**src/rtl/ps2_pkg.sv**
```systemverilog
// ps2_pkg: shared state encoding and PS/2 protocol byte constants.
package ps2_pkg;
    typedef enum logic [2:0] {
        S_IDLE, S_SEND_CMD, S_WAIT_CMD_TX, S_WAIT_ACK1,
        S_SEND_ARG, S_WAIT_ARG_TX, S_WAIT_ACK2, S_ABORT
    } state_t;
    localparam logic [7:0] PS2_ACK         = 8'hFA;
    localparam logic [7:0] PS2_RESEND      = 8'hFE;
    localparam logic [7:0] PS2_BREAK       = 8'hF0;
    localparam logic [7:0] PS2_CMD_SET_LED = 8'hED;
    function automatic logic is_reply(input logic [7:0] b);
        return b == PS2_ACK || b == PS2_RESEND;
    endfunction
endpackage

```
**src/rtl/ps2_led_cmd_ctrl_if.sv**
```systemverilog
// ps2_led_cmd_ctrl_if: receiver, transmitter, LED-request and scan-forward signals of the command sequencer.
interface ps2_led_cmd_ctrl_if;
    logic       rx_done_tick;
    logic [7:0] rx_data;
    logic       tx_idle;
    logic       tx_done_tick;
    logic       tx_start;
    logic [7:0] tx_data;
    logic       led_req_valid;
    logic [2:0] led_req_data;
    logic       led_req_ready;
    logic       scan_valid;
    logic [7:0] scan_data;
    logic       busy;
    logic       cmd_err;
    modport master (
        input  rx_done_tick, rx_data, tx_idle, tx_done_tick, led_req_valid, led_req_data,
        output tx_start, tx_data, led_req_ready, scan_valid, scan_data, busy, cmd_err
    );
    modport slave (
        output rx_done_tick, rx_data, tx_idle, tx_done_tick, led_req_valid, led_req_data,
        input  tx_start, tx_data, led_req_ready, scan_valid, scan_data, busy, cmd_err
    );
endinterface

```
**src/rtl/ps2_reply_timer.sv**
```systemverilog
// ps2_reply_timer: saturating down-counter; load arms a full reply window, expired flags it ran out.
module ps2_reply_timer #(
    parameter int ACK_TIMEOUT = 1_000_000
) (
    input  logic clk,
    input  logic reset,
    input  logic i_clear,
    input  logic i_load,
    input  logic i_en,
    output logic o_expired
);
    localparam int W = $clog2(ACK_TIMEOUT);
    logic [W-1:0] r_cnt;
    always_ff @(posedge clk or posedge reset) begin
        if (reset) r_cnt <= '0;
        else if (i_clear) r_cnt <= '0;
        else if (i_load) r_cnt <= W'(ACK_TIMEOUT - 1);
        else if (i_en && r_cnt != '0) r_cnt <= r_cnt - W'(1);
    end
    assign o_expired = r_cnt == '0;
endmodule

```
**src/rtl/ps2_led_cmd_ctrl.sv**
```systemverilog
// ps2_led_cmd_ctrl: sends 0xED + LED argument to the keyboard with ACK/RESEND tracking,
// and forwards every non-reply received byte to the scan-code path.
module ps2_led_cmd_ctrl
    import ps2_pkg::*;
#(
    parameter int         ACK_TIMEOUT = 1_000_000,
    parameter int         MAX_RETRY   = 3,
    parameter logic [7:0] CMD_SET_LED = PS2_CMD_SET_LED
) (
    input logic clk,
    input logic reset,
    ps2_led_cmd_ctrl_if.master bus
);
    state_t     r_state, w_next;
    logic [2:0] r_retry, r_led;
    logic [7:0] r_tx_data, r_scan_data;
    logic       r_scan_valid;
    logic       w_ack, w_rsd, w_can_retry, w_expired;
    logic       w_send, w_wait_tx, w_in_ack, w_load, w_clear;

    assign w_ack       = bus.rx_done_tick && bus.rx_data == PS2_ACK;
    assign w_rsd       = bus.rx_done_tick && bus.rx_data == PS2_RESEND;
    assign w_can_retry = r_retry < 3'(MAX_RETRY);

    always_ff @(posedge clk or posedge reset) begin
        if (reset) r_state <= S_IDLE;
        else r_state <= w_next;
    end

    // A received reply takes priority over a timeout landing on the same cycle.
    always_comb begin
        w_next = r_state;
        case (r_state)
            S_IDLE:        w_next = bus.led_req_valid ? S_SEND_CMD : S_IDLE;
            S_SEND_CMD:    w_next = bus.tx_idle ? S_WAIT_CMD_TX : S_SEND_CMD;
            S_WAIT_CMD_TX: w_next = bus.tx_done_tick ? S_WAIT_ACK1 : S_WAIT_CMD_TX;
            S_WAIT_ACK1:   w_next = w_ack ? S_SEND_ARG : w_rsd ? (w_can_retry ? S_SEND_CMD : S_ABORT)
                                  : w_expired ? S_ABORT : S_WAIT_ACK1;
            S_SEND_ARG:    w_next = bus.tx_idle ? S_WAIT_ARG_TX : S_SEND_ARG;
            S_WAIT_ARG_TX: w_next = bus.tx_done_tick ? S_WAIT_ACK2 : S_WAIT_ARG_TX;
            S_WAIT_ACK2:   w_next = w_ack ? S_IDLE : w_rsd ? (w_can_retry ? S_SEND_ARG : S_ABORT)
                                  : w_expired ? S_ABORT : S_WAIT_ACK2;
            default:       w_next = S_IDLE;
        endcase
    end

    always_comb begin
        w_send            = (r_state == S_SEND_CMD || r_state == S_SEND_ARG) && bus.tx_idle;
        w_wait_tx         = r_state == S_WAIT_CMD_TX || r_state == S_WAIT_ARG_TX;
        w_in_ack          = r_state == S_WAIT_ACK1 || r_state == S_WAIT_ACK2;
        w_load            = w_wait_tx && bus.tx_done_tick;
        w_clear           = r_state == S_IDLE;
        bus.tx_start      = w_send;
        bus.led_req_ready = r_state == S_IDLE;
        bus.busy          = r_state != S_IDLE;
        bus.cmd_err       = r_state == S_ABORT;
    end

    // tx_data is loaded on entry to a SEND state so it is already valid when tx_start fires.
    always_ff @(posedge clk or posedge reset) begin
        if (reset) begin
            r_retry      <= '0;
            r_led        <= '0;
            r_tx_data    <= '0;
            r_scan_valid <= 1'b0;
            r_scan_data  <= '0;
        end else begin
            if (r_state == S_IDLE || (w_ack && r_state == S_WAIT_ACK1)) r_retry <= '0;
            else if (w_rsd && w_in_ack && w_can_retry) r_retry <= r_retry + 3'd1;
            if (r_state == S_IDLE && bus.led_req_valid) r_led <= bus.led_req_data;
            if (w_next == S_SEND_CMD) r_tx_data <= CMD_SET_LED;
            else if (w_next == S_SEND_ARG) r_tx_data <= {5'b0, r_led};
            r_scan_valid <= bus.rx_done_tick && !is_reply(bus.rx_data);
            if (bus.rx_done_tick && !is_reply(bus.rx_data)) r_scan_data <= bus.rx_data;
        end
    end

    assign bus.tx_data    = r_tx_data;
    assign bus.scan_valid = r_scan_valid;
    assign bus.scan_data  = r_scan_data;

    ps2_reply_timer #(.ACK_TIMEOUT(ACK_TIMEOUT)) u_timer (
        .clk       (clk),
        .reset     (reset),
        .i_clear   (w_clear),
        .i_load    (w_load),
        .i_en      (w_in_ack),
        .o_expired (w_expired)
    );
endmodule

```
**src/flat_wrapper.sv**
```systemverilog
// flat-port wrapper written by rule: the top's interface ports become plain ports
module ps2_led_cmd_ctrl_flat import ps2_pkg::*;
#(
    parameter int         ACK_TIMEOUT = 1_000_000,
    parameter int         MAX_RETRY   = 3,
    parameter logic [7:0] CMD_SET_LED = PS2_CMD_SET_LED
)
  (clk, reset, bus_rx_done_tick, bus_rx_data, bus_tx_idle, bus_tx_done_tick, bus_led_req_valid, bus_led_req_data, bus_tx_start, bus_tx_data, bus_led_req_ready, bus_scan_valid, bus_scan_data, bus_busy, bus_cmd_err);
  ps2_led_cmd_ctrl_if bus_i ();
  input logic clk;
  input logic reset;
  input wire logic [$bits(bus_i.rx_done_tick)-1:0] bus_rx_done_tick;
  input wire logic [$bits(bus_i.rx_data)-1:0] bus_rx_data;
  input wire logic [$bits(bus_i.tx_idle)-1:0] bus_tx_idle;
  input wire logic [$bits(bus_i.tx_done_tick)-1:0] bus_tx_done_tick;
  input wire logic [$bits(bus_i.led_req_valid)-1:0] bus_led_req_valid;
  input wire logic [$bits(bus_i.led_req_data)-1:0] bus_led_req_data;
  output wire logic [$bits(bus_i.tx_start)-1:0] bus_tx_start;
  output wire logic [$bits(bus_i.tx_data)-1:0] bus_tx_data;
  output wire logic [$bits(bus_i.led_req_ready)-1:0] bus_led_req_ready;
  output wire logic [$bits(bus_i.scan_valid)-1:0] bus_scan_valid;
  output wire logic [$bits(bus_i.scan_data)-1:0] bus_scan_data;
  output wire logic [$bits(bus_i.busy)-1:0] bus_busy;
  output wire logic [$bits(bus_i.cmd_err)-1:0] bus_cmd_err;
  assign bus_i.rx_done_tick = bus_rx_done_tick;
  assign bus_i.rx_data = bus_rx_data;
  assign bus_i.tx_idle = bus_tx_idle;
  assign bus_i.tx_done_tick = bus_tx_done_tick;
  assign bus_i.led_req_valid = bus_led_req_valid;
  assign bus_i.led_req_data = bus_led_req_data;
  assign bus_tx_start = bus_i.tx_start;
  assign bus_tx_data = bus_i.tx_data;
  assign bus_led_req_ready = bus_i.led_req_ready;
  assign bus_scan_valid = bus_i.scan_valid;
  assign bus_scan_data = bus_i.scan_data;
  assign bus_busy = bus_i.busy;
  assign bus_cmd_err = bus_i.cmd_err;
  ps2_led_cmd_ctrl #(.ACK_TIMEOUT(ACK_TIMEOUT), .MAX_RETRY(MAX_RETRY), .CMD_SET_LED(CMD_SET_LED)) u_core (.clk(clk), .reset(reset), .bus(bus_i));
endmodule
```
**config.mk**
```make
export PLATFORM = sky130hd
export DESIGN_NAME = ps2_led_cmd_ctrl_flat
export DESIGN_NICKNAME = d
export VERILOG_FILES = /design/src/rtl/ps2_pkg.sv /design/src/rtl/ps2_led_cmd_ctrl_if.sv /design/src/rtl/ps2_reply_timer.sv /design/src/rtl/ps2_led_cmd_ctrl.sv /design/src/flat_wrapper.sv
export SDC_FILE = /design/constraint.sdc
export NUM_CORES = 1
export LEC_CHECK = 0
export BUFFER_PORTS_ARGS = -buffer_cell sky130_fd_sc_hd__buf_2
export CAP_MARGIN = 20
export CORE_MARGIN = 8
export CORE_UTILIZATION = 55
export DETAILED_ROUTE_END_ITERATION = 10
export GPL_TIMING_DRIVEN = 0
export PLACE_DENSITY_LB_ADDON = 0.15
export SLEW_MARGIN = 5
export SYNTH_ARGS = -nofsm -noshare
export SYNTH_HDL_FRONTEND = slang
export SYNTH_SLANG_ARGS = --single-unit
```
**constraint.sdc**
```tcl
create_clock -name clk -period 5.3 [get_ports clk]
set_input_delay 0.265 -clock clk [delete_from_list [all_inputs] [get_ports clk]]
set_output_delay 0.265 -clock clk [all_outputs]
set_load 0.01 [all_outputs]
```
Yosys cells after proc, flatten, opt, wreduce, memory -nomap -nowiden

Index checks and enable logic that the tools add are counted.

Flip-flop bits (word level): 46
Bits of input ports: 17
Output and inout port bits: 21
Logic and storage cells: 65

Add/sub/neg operators: 2
$lt $le $gt $ge: 1
Equality and inequality tests: 11
Multiplexer cells: 21
Reductions and logical operators: 23

Operators by type and width:

| cell                                                                   | count |
|---|---|
| 20-bit 2-to-1 mux                                                      | 3 |
| 3-bit 2-to-1 mux                                                       | 8 |
| 3-bit case mux with 7 select lines                                     | 1 |
| 20-bit logical NOT                                                     | 1 |
| 20-bit nonzero test                                                    | 1 |
| 20-bit by 1-bit subtractor with 20-bit output (second input constant)  | 1 |
| 8-bit equality test (second input constant)                            | 2 |
| 8-bit 2-to-1 mux                                                       | 2 |
| 3-bit equality test (second input constant)                            | 5 |
| 1-bit logical AND                                                      | 10 |
| 3-bit by 1-bit equality test with 1-bit output (second input constant) | 2 |
| 3-bit by 2-bit equality test with 1-bit output (second input constant) | 2 |
| 2-bit 2-to-1 mux                                                       | 3 |
| 3-bit nonzero test                                                     | 2 |
| 1-bit logical OR                                                       | 5 |
| 1-bit 2-to-1 mux                                                       | 4 |
| 2-bit nonzero test                                                     | 2 |
| 3-bit by 1-bit adder with 3-bit output (second input constant)         | 1 |
| 3-bit logical NOT                                                      | 1 |
| 3-bit by 2-bit < comparator with 1-bit output (second input constant)  | 1 |
| 1-bit logical NOT                                                      | 1 |

Logic depth before layout (Yosys ltp)

Word-level depth: 8
Mapped depth: 9
Mapped depth without buffers: 9

Hierarchy

A second synthesis with hierarchy kept.

Cell total of the unflattened synthesis: 248
Area, all modules: 2503.7 um2

Modules (own cells, without submodules):

| module           | instances | cells an instance | area each (um2) | sequential area each (um2) |
|---|---|---|---|---|
| ps2_led_cmd_ctrl | 1         | 113               | 1256.2          | 550.5 |
| ps2_reply_timer  | 1         | 135               | 1247.4          | 500.5 |

Least setup slack after synthesis

No wires, ideal clock.

Kind: reg2reg
Start point: register u_core.u_timer.r_cnt[6]
End point: register u_core.r_tx_data[0] (netlist: u_core.bus.tx_data[0])
Setup time: 0.066 ns
Data arrival time: 2.421 ns
Required time: 5.234 ns
Setup slack: 2.813 ns
Cell stages (with the launch flop): 9
Path buffers: 1
Period minus slack after synthesis: 2.487 ns
Cell sequence: dfrtp_1 > or4_4 > or4_4 > buf_6 > nor4_4 > a21oi_2 > o21ai_4 > o21a_4 > o2bb2a_1

Cells in the longest elaborated chain, start to end: 7
Elaborated cells between the ends (all ways): 12
Those cells by class: 2 x eq/ne; 8 x mux; 2 x reduce/logical

RTL lines:

| element                                                                                      | RTL line                                       | source |
|---|---|---|
| from (decl)                                                                                  | ps2_reply_timer.sv:13                          | `logic [W-1:0] r_cnt;` |
| from (signal assigned)                                                                       | ps2_reply_timer.sv:17                          | `else if (i_load) r_cnt <= W'(ACK_TIMEOUT - 1);` |
| from (signal assigned)                                                                       | ps2_reply_timer.sv:18                          | `else if (i_en && r_cnt != '0) r_cnt <= r_cnt - W'(1);` |
| 20-bit logical NOT (*)                                                                       | ps2_reply_timer.sv:20                          | `assign o_expired = r_cnt == '0;` |
| 1-bit 2-to-1 mux / 3-bit 2-to-1 mux (equally long branches)                                  | ps2_led_cmd_ctrl.sv:42, ps2_led_cmd_ctrl.sv:38 |  |
| 3-bit 2-to-1 mux (on tied branches) (2 in a row)                                             | ps2_led_cmd_ctrl.sv:41, ps2_led_cmd_ctrl.sv:37 |  |
| 3-bit case mux with 7 select lines (*)                                                       | ps2_led_cmd_ctrl.sv:33                         | `case (r_state)` |
| 3-bit by 1-bit equality test with 1-bit output / 3-bit equality test (equally long branches) | ps2_led_cmd_ctrl.sv:71, ps2_led_cmd_ctrl.sv:72 |  |
| 8-bit 2-to-1 mux / 2-bit nonzero test (equally long branches)                                | --                                             |  |
| to (signal assigned)                                                                         | ps2_led_cmd_ctrl.sv:72                         | `else if (w_next == S_SEND_ARG) r_tx_data <= {5'b0, r_led};` |
| to (decl)                                                                                    | ps2_led_cmd_ctrl.sv:16                         | `logic [7:0] r_tx_data, r_scan_data;` |

Every way passes the cells marked *; elsewhere a longest branch is shown, timed or not.
A chain may end at the register's enable or synchronous reset.

Worst setup path in the final report

Ends and elaborated chain as after synthesis.

==> results.md <==
- Avg Inst Size Synth: 9.674 µm²
- Area Overhead vs Synth: 16.29%
- Leakage power: 1.160 nW
- Synthesized netlist cell count: 231
- Worst ir drop on vdd: 212.8 µV
- Psw: 0.0003427 W
- Setup violation total in the final timing report: 0
- Global-route usage over all layers: between 10% and 20%
- Post-synth top area cell: sky130_fd_sc_hd__dfrtp_1
- Yosys warning count: 0
- Class of the most critical setup path: reg -> reg
- Number of DRC markers in iteration 0: 61
- Shortest period the worst path allows: ~2.7 ns
- Met3 WL: 185 µm
- Number of I/O port buffers: 36
- Most frequent standard cell in the layout excluding fill and tap cells: sky130_fd_sc_hd__dfrtp_1
- Flop pwr share: 45.2%
- CP required: roughly 5.5 ns
- Routed wire per std cell: approximately 15 µm
- Cts repair resizes: 0
- Gr ovfl total: 0
- Fin crit share: 50.95%
- Most prevalent standard cell on the critical path: sky130_fd_sc_hd__or4_4
- Count of flip-flops with a built-in enable after synthesis: 0
- Max incr delay on CP: 0.60 ns
- Proportion of register bits with asynchronous set or reset after synthesis: 100.0%
- Total routed wire length on the met1 layer: approximately 2100 µm
- Slew Viols, Final: 0
- Cell types occupying the most area after synthesis: sky130_fd_sc_hd__dfrtp_1 47%, sky130_fd_sc_hd__a21oi_1 5.4%, sky130_fd_sc_hd__xnor2_1 4.7%
- CP max stage cell: sky130_fd_sc_hd__or4_4
- Relative contribution of the clock network to total power: 21.3%
- Number of antenna violations at the first check in global routing: 0
- Net count after synthesis: 251
- Die Area: approximately 0.0064 mm²
- Maximum number of pins on one net before global-route repair: 26
- Final standard cell utilization of the core: 65.92%
- Count of distinct cell types in the synthesized netlist: 44
- Boundary pin count: 38
- Peak Freq: 370.3 MHz
- Core area: 0.003943 mm²
- Placed cell area: roughly 0.0025 mm²
- Leading cell types in the layout, fill and taps excluded: 42 x sky130_fd_sc_hd__dfrtp_1, 36 x sky130_fd_sc_hd__buf_2, 24 x sky130_fd_sc_hd__a21oi_1, 22 x sky130_fd_sc_hd__nand2_1, 13 x sky130_fd_sc_hd__nor2_1
- Placed wire-length estimate: between 3000 and 4000 µm
- Hold buffers post-CTS: 1
- Num rows: 23
- Register area share after synthesis: 47.03%
- Maximum number of buffers from clock root to sink: 2
- Power density over the cells: around 390 mW/mm²
- Result of the run: complete, no violations
- Diode insertion count for antenna repair: 0
- Insertion delay of the later-clocked pin in the worst-skew pair: 0.30 ns
- Type of element launching the critical path: flip-flop
- Transition time of the tightest slew-check pin: 0.6665 ns
- Total area of multi-input combinational cells: approximately 0.0011 mm²
- Portion of synthesized cell area occupied by the leading cell type: between 40% and 50%
- Part of the total power dissipated in combinational logic: 33.5%
- Internal portion of total power: 0.0006601 W
- Crit path DAT: 2.93 ns
- Num CTS Buffers: 5
- Residual antenna-violating net count after detailed routing: 0
- Final Net Count: 296
- Reported max-cap violation count: 0
- Final total negative setup slack: 0 ns
- Clock-pin slew reported for the worst setup and hold paths after clock tree synthesis: 0.08 ns
- CTS H-tree depth: 2
- First-pass GRT wire length: around 8000 µm
- Register area: 0.001051 mm²
- Top Layer Used: met4
- Floorplan die height: 79.74 µm
- Last weighted congestion value of the routability-driven placer: 0.8249
- Initial Utilization: a little under three fifths
- Highest fanout seen on the critical path: 7
- Unrepaired setup endpoints after global routing: no
- Fill cell instance count of the final layout: 326
- Setup Skew: 0.008156 ns
- Width of the die: 79.74 µm
- Post-Syn Area: around 0.0022 mm²
- Primary flip-flop cell chosen by synthesis mapping: sky130_fd_sc_hd__dfrtp_1
- Worst max-slew margin expressed relative to the limit: around 55%
- Number of synthesized register bits: 42
- Share of post-route cells with drive strength above 1: a little under a quarter
- Met2 layer wire length in the routed design: 2440 µm
- CTS Root Cell: sky130_fd_sc_hd__clkbuf_8
- 1st-pass router iterations: 4
- Endpoint kind of the worst setup timing path: flip-flop
- Classification of the worst-slack hold path: in -> reg
- Overall via count from detail_route: 1,841
- Via count of the first global-routing pass: around 1,800
- WL final: 4777 µm
- Switch share: 34.18%
- Clock tree from TritonCTS: yes
- Vias per std cell: ~5.6
- Final Instance Count excl. Fillers: 327
- Cell area after layout: approximately 0.0026 mm²
- Number of failing hold endpoints at the final stage: 0
- Clock sink count: 42
- Placed instance count: roughly 320
- Setup repair bufs after CTS: 0
- Series of cell instances along the critical path: or4_4 -> or4_4 -> buf_6 -> nor4_4 -> a21oi_2 -> o21ai_4 -> o21a_4 -> o2bb2a_1
- Post-route DRC: 0
[power by group through the flow]
stage	sequential [W]	clock (W)	combinational, W
finish	0.000453	0.000214	0.000336
global route	0.000466	0.000232	0.000377
CTS	0.000453	0.000219	0.000340
detailed placement	0.000459	0	0.000337
global placement	0.000455	0	0.000327
floorplan	0.000459	0	0.000240
[routing by layer]
metal	up-vias	GRT usage [%]
met1	892	17.41
li1	909	-
met4	0	6.000
met5	-	0
met2	31	28.04
met3	9	5.068
[sequential cells by signal (all words and copies together) (netlist names)]
name                   flops
u_core.bus.scan_data       8
u_core.u_timer.r_cnt      20
u_core.r_state             3
u_core.r_retry             3
u_core.bus.tx_data         4
u_core.bus.scan_valid      1
u_core.r_led               3
[through the flow]
stage | hold WS, ns | power (W) | worst slack, ns
final | 0.1749 | 0.001003 | 2.600
after floorplan | 0.3536 | 0.0006980 | 2.813
after detailed placement | 0.2788 | 0.0007958 | 2.610
after global routing | 0.1724 | 0.001075 | 2.456
after global placement | 0.4550 | 0.0007826 | 2.633
after CTS | 0.1708 | 0.001012 | 2.592
[cell usage after synthesis (all sizes together) (5+ instances only)]
master	instances
or3	9
nor3	11
dfrtp	42
buf	5
xnor2	12
nand2b	5
and3	5
inv	11
mux2	7
nand2	22
nand3	5
nor4	7
nor2	13
o21ai	11
a21oi	25
clkbuf	6
[layout make-up]
type                            count  area share (%)
Sequential cell                    42           40.44
Inverter                           11           1.589
Tap cell                           50           2.407
Timing Repair Buffer               38           8.089
Multi-Input combinational cell    167           41.50
Buffer                             11           2.455
Clock inverter                      1          0.1926
Clock buffer                        7           3.322
[worst paths after layout]
| check | from | endpoint | slack (ns) | cells after the start |
|---|---|---|---|---|
| min in group asynchronous | reset | u_core.bus.scan_data[7] | 0.54 | 3 |
| setup / recovery | u_core.u_timer.r_cnt[6] | u_core.bus.tx_data[0] | 2.60 | 8 |
| setup reg to reg | u_core.u_timer.r_cnt[6] | u_core.bus.tx_data[0] | 2.60 | 8 |
| max in group asynchronous | reset | u_core.r_state[1] | 4.28 | 4 |
| hold / removal | bus_rx_data[0] | u_core.bus.scan_data[0] | 0.17 | 3 |
| hold reg to reg | u_core.bus.scan_data[5] | u_core.bus.scan_data[5] | 0.47 | 2 |
[worst max-delay path: cells and delay by family, from the launching register on]
| kind | cells | cell delay [ns] |
|---|---|---|
| flops | 1 | 0.45 |
| compound gates | 4 | 0.63 |
| buf+inv | 1 | 0.15 |
| simple gates | 3 | 1.43 |
[cells by family after synthesis]
family | after synthesis | synth area share [%]
adders and majority gates | 3 | 1.680
muxes | 9 | 4.424
and+or+nand+nor | 88 | 21.50
buffers and inverters | 22 | 4.703
AOI/OAI and AO/OA | 50 | 14.22
xor gates and xnor gates | 16 | 6.271
DFF | 42 | 47.03
other | 1 | 0.1678
Note: power is estimated with default switching activity, not from simulation.
